==> src/rtl/fifo_wr_ptr_gray.sv <==
// -----------------------------------------------------------------------------
// fifo_wr_ptr_gray
//
// Write-side pointer and full-flag stage of an asynchronous FIFO. Keeps the
// binary write pointer (with wrap bit), exports its Gray-coded image to the
// read domain, and synchronises the read domain's Gray pointer back into this
// clock. From those it derives a registered full flag, an occupancy estimate
// and a one-cycle error pulse for writes attempted while full.
//
// Parameters:
//   AW             RAM address width; FIFO depth is 2**AW (AW >= 2).
//
// Ports:
//   clk            write-domain clock, rising edge
//   rst            synchronous active-high reset
//   wr_en          producer write request
//   rd_gptr_async  read pointer in Gray code, asynchronous to clk (AW+1 bits)
//   waddr          RAM write address, low AW bits of the binary pointer
//   wr_accept      combinational RAM write strobe (wr_en & ~full & ~rst)
//   wptr_gray      registered Gray write pointer for the read domain
//   full           registered full flag
//   wr_level       registered occupancy estimate, 0 .. 2**AW
//   wr_err         one-cycle pulse after a write attempt while full
// -----------------------------------------------------------------------------
module fifo_wr_ptr_gray #(
   parameter int AW = 4
) (
   input  logic          clk,
   input  logic          rst,
   input  logic          wr_en,
   input  logic [AW:0]   rd_gptr_async,
   output logic [AW-1:0] waddr,
   output logic          wr_accept,
   output logic [AW:0]   wptr_gray,
   output logic          full,
   output logic [AW:0]   wr_level,
   output logic          wr_err
);

   // Registered state
   logic [AW:0] r_wbin;
   logic [AW:0] r_wgray;
   logic [AW:0] r_rq1;
   logic [AW:0] r_rq2;
   logic        r_full;
   logic [AW:0] r_level;
   logic        r_err;

   // Combinational helpers
   logic        w_accept;
   logic [AW:0] w_wbin_nxt;
   logic [AW:0] w_wgray_nxt;
   logic [AW:0] w_rbin_s;
   logic [AW:0] w_full_gray;

   // Reset gates the strobe so the RAM is never written while state is cleared.
   assign w_accept    = wr_en & ~r_full & ~rst;
   assign w_wbin_nxt  = r_wbin + (AW+1)'(w_accept);
   assign w_wgray_nxt = w_wbin_nxt ^ (w_wbin_nxt >> 1);

   // Gray-to-binary of the synchronised read pointer: each binary bit is the
   // XOR of all Gray bits from the MSB down to that position.
   genvar gi;
   generate
      for (gi = 0; gi <= AW; gi++) begin : g_g2b
         assign w_rbin_s[gi] = ^r_rq2[AW:gi];
      end
   endgenerate

   // In Gray code, "write pointer is exactly one lap ahead of read pointer"
   // means the two MSBs are inverted and the remaining bits match.
   assign w_full_gray = {~r_rq2[AW:AW-1], r_rq2[AW-2:0]};

   always_ff @(posedge clk) begin
      if (rst) begin
         r_wbin  <= '0;
         r_wgray <= '0;
         r_rq1   <= '0;
         r_rq2   <= '0;
         r_full  <= 1'b0;
         r_level <= '0;
         r_err   <= 1'b0;
      end else begin
         // Plain two-flop synchroniser; nothing may sit between the stages.
         r_rq1   <= rd_gptr_async;
         r_rq2   <= r_rq1;
         r_wbin  <= w_wbin_nxt;
         r_wgray <= w_wgray_nxt;
         // Using the next pointer makes full/level reflect this cycle's write.
         r_full  <= (w_wgray_nxt == w_full_gray);
         r_level <= w_wbin_nxt - w_rbin_s;
         r_err   <= wr_en & r_full;
      end
   end

   assign waddr     = r_wbin[AW-1:0];
   assign wr_accept = w_accept;
   assign wptr_gray = r_wgray;
   assign full      = r_full;
   assign wr_level  = r_level;
   assign wr_err    = r_err;

endmodule
==> config.mk <==
export PLATFORM = sky130hd
export DESIGN_NAME = fifo_wr_ptr_gray
export DESIGN_NICKNAME = d
export VERILOG_FILES = /design/src/rtl/fifo_wr_ptr_gray.sv
export SDC_FILE = /design/constraint.sdc
export NUM_CORES = 1
export LEC_CHECK = 0
export CORE_MARGIN = 5
export CORE_UTILIZATION = 60
export CTS_CLUSTER_SIZE = 16
export DETAILED_ROUTE_END_ITERATION = 7
export DONT_BUFFER_PORTS = 1
export PLACE_DENSITY = 0.76
export SYNTH_ARGS = -nofsm -noshare
export SYNTH_HDL_FRONTEND = slang
export SYNTH_SLANG_ARGS = --single-unit
==> constraint.sdc <==
create_clock -name clk -period 5.6 [get_ports clk]
set_input_delay 1.4 -clock clk [delete_from_list [all_inputs] [get_ports clk]]
set_output_delay 1.4 -clock clk [all_outputs]
set_load 0.005 [all_outputs]
==> results by group, run 1 <==
Die
  • Die Span Y: 53.9 microns
  • Initial Util: 64.7%
  • Die W: 53.9 microns
  • Die area: 2900 sq um
  • # IOs: 25
  • Core area: 1780 sq um
  • Row Count: 15

CTS
  • CTS sink count: 26
  • Htree depth: 1
  • Bufs on Longest Clock Path: 2
  • CTS tree: done
  • Buffer count from post-CTS setup fixing: 0
  • TritonCTS buffer count: 3
  • Clock transition at the registers of the reported paths: 0.12 ns
  • Hold buffers post-CTS: 0
  • CTS root buffer: clkbuf_4
  • CTS resizes: 0
  • Worst-skew pair later-pin latency: 0.31 ns

Synth
  • Post-Synth Simple-Gate Area: 18.4%
  • Cell Area, Synth: 1150 sq um
  • Register bit total from synthesis: 26
  • Area fraction of the dominant cell type after synthesis: 45.1%
  • Count leader, synth: dfxtp_1
  • Synth area leaders: dfxtp_1 (45%), xnor2_1 (9.9%), nor2b_1 (6.5%), ha_1 (5.4%), xor2_1 (4.6%)
  • Largest family of logic cells by synthesized area: simple AND/OR/NAND/NOR gates
  • Post-Synth XOR/XNOR Area: 17.9%
  • Yosys top cell by area: dfxtp_1
  • Commonest cells post-synth: dfxtp_1 (26), nor2_1 (13), xnor2_1 (13)
  • Post-synthesis cell count: 110
  • Synthesized-area fraction occupied by adder cells: 7.16%
  • Part of the Yosys area used for sequential elements: 45.1%
  • Compound-Gate Fraction of Synth Area: 7.38%
  • Syn nets: 124
  • Syn avg cell area: 10.5 sq um
  • Post-synth top flop: dfxtp_1
  • Mux contribution to synthesized area: 0%
  • Distinct cells, synth: 30
  • Post-synth EDFFs: 0
  • Ys async rst share: 0%
  • Synth warn: 0

Power
  • Leak: 0.493 nW
  • Power density over the cells: 281 nW/um^2
  • Cell internal pwr: 0.000248 W
  • Sequential fraction of design power: 61.9%
  • Sw Share: 24.8%
  • Maximum vdd drop: 0.188 mV
  • Switching power: 0.0000820 W
  • Combinational share of power: 15.3%
  • Clock Power Share: 22.8%

STA
  • Max-slew violation count: 0
  • Clock Skew: 0.00616 ns
  • Period minus WS final: 3.42 ns
  • RSZ-0062 raised after global routing: no
  • Post-route setup slack: 2.18 ns
  • Final TNS setup: 0 ns
  • Count of final hold-check violations: 0
  • Fmax: 292 MHz
  • Max-slew headroom: 70.8%
  • Final setup vio count: 0
  • Final period util: 61.1%
  • Worst-Margin Slew: 0.435 ns

Critical path
  • CP Buf/Inv Count: 1
  • Largest fanout on the critical path: 27
  • Crit-path cells: nor3b_1 -> ha_1 -> ha_1 -> inv_1 -> fa_1 -> nor3b_1 -> o32ai_2 -> a21o_2 -> a21oi_2
  • Slowest stage cell, crit path: fa_1
  • Crit-path max cell delay: 0.49 ns
  • Crit Path Category: in2reg
  • Crit start category: input port
  • WP data required: 5.86 ns
  • Worst Path Arrival: 3.68 ns
  • Setup crit end kind: flop
  • Top delay family on crit path: adder cells

Placed design
  • Post-DP HPWL: 1340 microns
  • RePlAce Congestion: 0.799
  • I/O Buffers: 0
  • Dpl ws: 1.83 ns

Status
  • Status: complete, no violations

Detailed routing
  • Post-Route WL: 1800 microns
  • Initial DRC Count: 5
  • Via/cell ratio: 5.17
  • Total number of vias: 687
  • Pre-antenna DRT Iters: 4
  • # DRC: 0
  • Final ANT Viol Nets: 0
  • WL per Instance: 13.5 microns

GRT
  • Largest net degree at the start of global routing: 28
  • Initial antenna violation count: 0
  • Gr ovfl total: 0
  • First-pass GRT wire length: 3090 microns
  • All-Layer GR Usage: 15.5%
  • Number of global-route vias before repair: 668

Run
  • Max cap viols: 0

Finish
  • Area Overhead vs Synth: 1.95%
  • Layout Nets: 124
  • Share of cells above drive strength 1: 10.2%
  • N_diodes: 0
  • Final core utilization: 66.0%

Worst hold path
  • Worst hold path class: reg2reg
[power groups by stage]
stage | Sequential [W] | Combinational (W) | Clock [W]
finish | 0.000205 | 0.0000505 | 0.0000752
global route | 0.000207 | 0.0000572 | 0.0000895
CTS | 0.000205 | 0.0000512 | 0.0000802
detailed placement | 0.000209 | 0.0000507 | 0
global placement | 0.000209 | 0.0000499 | 0
floorplan | 0.000207 | 0.0000462 | 0
[final timing paths]
check	slack (ns)	to	from	cells after the start
setup / recovery	2.18	wr_level[4]	rst	9
hold / removal	0.45	r_rq2[4]	r_rq1[4]	1
setup reg to reg	2.87	wr_level[4]	r_rq2[3]	9
hold reg to reg	0.45	r_rq2[4]	r_rq1[4]	1
[cells in the final DEF, fill, tap and decap left out, drive strengths merged]
cell type and instances:
nor2b 12, nand3b 1, and3b 1, o32ai 1, a32oi 1, xnor3 1, o211a 2, xor2 6
a21boi 1, clkbuf 3, a21o 1, fa 1, and3 1, a21oi 1, dfxtp 26, nor3b 2
inv 4, nand2 3, nor3 4, nor2 13, xnor2 14, nand3 3, a221oi 1, ha 5
[worst reg2reg max path: cells and delay by family, from the launching register on]
kind                       cells  cell delay [ns]
AOI/OAI and AO/OA              3             0.44
xor gates and xnor gates       3             0.91
adders and majority gates      2             0.66
DFF                            1             0.40
and+or+nand+nor                1             0.26
[sequential cells by signal (all words and copies together) (netlist names)]
register,count
r_rq1,5
r_rq2,5
r_wbin,5
wr_level,5
wptr_gray,4
full,1
wr_err,1
[through the flow]
stage               area (sq um)  hold slack, ns  std cells  total power [W]
floorplan                   1150           0.414        110         0.000253
global placement            1150           0.418        130         0.000259
detailed placement          1150           0.422        130         0.000260
CTS                         1180           0.451        133         0.000336
global route                1180           0.462        133         0.000353
finish                      1180           0.450        133         0.000330
[per-layer routing]
metal | vias up | share of wire [%] | routed length, microns | track usage, %
met4 | 0 | 3.3 | 59 | 12.8
met2 | 21 | 43 | 777 | 22.8
met5 | - | 0 | 0 | 0
li1 | 352 | - | - | -
met1 | 309 | 45 | 818 | 18.8
met3 | 5 | 8.1 | 146 | 3.88
[final cells by class]
class / instances / area [sq um]
inverters: 4 / 15.0
multi-input cells: 75 / 587
clock buffers: 3 / 22.5
flip-flops and latches: 26 / 520
well taps: 25 / 31.3
fillers: 155 / 607
[cells by family (layout without fill, tap and decap cells)]
family,count (synthesis),in the layout
xor+xnor,21,21
compound gates,8,8
buf+inv,9,7
fa+ha+maj,6,6
flops,26,26
simple gates,40,40
Note: power is estimated with default switching activity, not from simulation.
==> inputs of run 2 (changes only) <==
CORE_UTILIZATION = 54   (was 60)
PLACE_DENSITY = 0.72   (was 0.76)
clock period = 2.88 ns   (was 5.6 ns; I/O delays follow)
==> results by group, run 2 (synthesis results as in run 1) <==
Placed design
  • Dpl ws: 0.193 ns
  • RePlAce Congestion: 0.779
  • Cells after DPL: 133
  • I/O Buffers: 0
  • Post-DP Area: 1190 sq um
  • Post-DP HPWL: 1530 microns

Finish
  • Layout Nets: 125
  • Area Overhead vs Synth: 6.40%
  • Seq. cell area: 520 sq um
  • Most frequent cells in the layout: dfxtp_1 (26), xnor2_1 (13), nor2_1 (13)
  • Commonest non-fill, non-tap cell in the layout: dfxtp_1
  • Finished Layout Cells: 137
  • Multi-input logic area: 614 sq um
  • Share of cells above drive strength 1: 16.4%
  • Fillcell total: 173
  • N_diodes: 0
  • Final Instance Area: 1230 sq um

Die
  • Die Span Y: 56.2 microns
  • Die W: 56.2 microns
  • Initial Util: 57.6%
  • Row Count: 16
  • Die area: 3160 sq um
  • Core area: 2000 sq um
  • # IOs: 25

CTS
  • Bufs on Longest Clock Path: 2
  • Buffer count from post-CTS setup fixing: 0
  • Clock transition at the registers of the reported paths: 0.13 ns
  • CTS sink count: 26
  • Htree depth: 1
  • CTS root buffer: clkbuf_4
  • CTS tree: done
  • TritonCTS buffer count: 3
  • Worst-skew pair later-pin latency: 0.33 ns
  • Hold buffers post-CTS: 0
  • CTS resizes: 0

Worst hold path
  • Worst hold path class: in2reg

Detailed routing
  • Total number of vias: 720
  • # DRC: 0
  • Post-Route WL: 2000 microns
  • WL per Instance: 14.6 microns
  • Initial DRC Count: 13
  • Pre-antenna DRT Iters: 4
  • Final ANT Viol Nets: 0
  • Via/cell ratio: 5.26

STA
  • Post-route setup slack: 0.192 ns
  • Max-slew violation count: 0
  • Final setup vio count: 0
  • Fmax: 372 MHz
  • Worst-Margin Slew: 0.496 ns
  • Count of final hold-check violations: 0
  • Clock Skew: 0.00469 ns
  • Max-slew headroom: 66.7%
  • Final period util: 93.3%
  • RSZ-0062 raised after global routing: no
  • Hold WS: 0.430 ns
  • Final TNS setup: 0 ns
  • Period minus WS final: 2.69 ns

GRT
  • Gr ovfl total: 0
  • Initial antenna violation count: 0
  • First-pass GRT wire length: 3440 microns
  • All-Layer GR Usage: 14.0%
  • Largest net degree at the start of global routing: 28
  • Number of global-route vias before repair: 746

Power
  • Power density over the cells: 564 nW/um^2
  • Maximum vdd drop: 0.309 mV
  • Leak: 0.503 nW

Critical path
  • Crit-path cells: xnor3_2 -> xor2_1 -> xnor2_1 -> ha_1 -> fa_2 -> nor3_2 -> o32ai_2 -> a21o_2 -> a21oi_2
  • Largest fanout on the critical path: 5
  • Top delay family on crit path: XOR/XNOR gates
  • Crit start category: flop
  • WP data required: 3.16 ns
  • Crit Path Category: reg2reg
  • CP Buf/Inv Count: 0
  • Worst Path Arrival: 2.97 ns
  • Setup crit end kind: flop
  • Slowest stage cell, crit path: xnor3_2
  • Crit-path max cell delay: 0.52 ns

Run
  • Max cap viols: 0

Status
  • Status: complete, no violations
-- run 2: layout make-up --
cell class	instances	area share, %
multi-input combinational	75	50.1
inverter	4	1.22
tap	27	2.75
clock buffer	4	2.96
timing repair buffer	1	0.612
sequential	26	42.4
-- run 2: final timing paths --
path	startpoint	end	slack, ns	depth (start not counted)
setup / recovery	r_rq2[3]	wr_level[4]	0.19	9
hold / removal	rst	wr_level[4]	0.43	1
setup reg to reg	r_rq2[3]	wr_level[4]	0.19	9
hold reg to reg	r_rq1[4]	r_rq2[4]	0.45	1
-- run 2: metal layers --
metal,GRT usage (%),up-vias,share of wire [%]
met5,0,-,0
met4,9.83,0,2.6
met3,4.64,6,7.1
met2,23.4,22,48
met1,14.5,333,42
li1,-,359,-
-- run 2: worst reg2reg max path, delay by kind of cell, from the launching register on --
kind | cells | cell delay [ns]
XOR/XNOR | 3 | 0.93
adder cells (fa/ha/maj) | 2 | 0.62
AO/OA/AOI/OAI | 3 | 0.47
flip-flops | 1 | 0.42
AND/OR/NAND/NOR | 1 | 0.21
-- run 2: stage by stage --
| stage | total power [W] | util [%] |
|---|---|---|
| 6_report | 0.000692 | 61.3 |
| 5_1_grt | 0.000729 | 61.3 |
| 4_1_cts | 0.000698 | 61.3 |
| 3_5_place_dp | 0.000516 | 59.5 |
| 3_3_place_gp | 0.000511 | 59.5 |
| 2_1_floorplan | 0.000499 | - |
-- run 2: power by group --
part	total (W)	internal, W	switching [W]
combinational	0.000109	0.0000549	0.0000539
sequential	0.000399	0.000384	0.0000141
clock	0.000184	0.0000776	0.000107
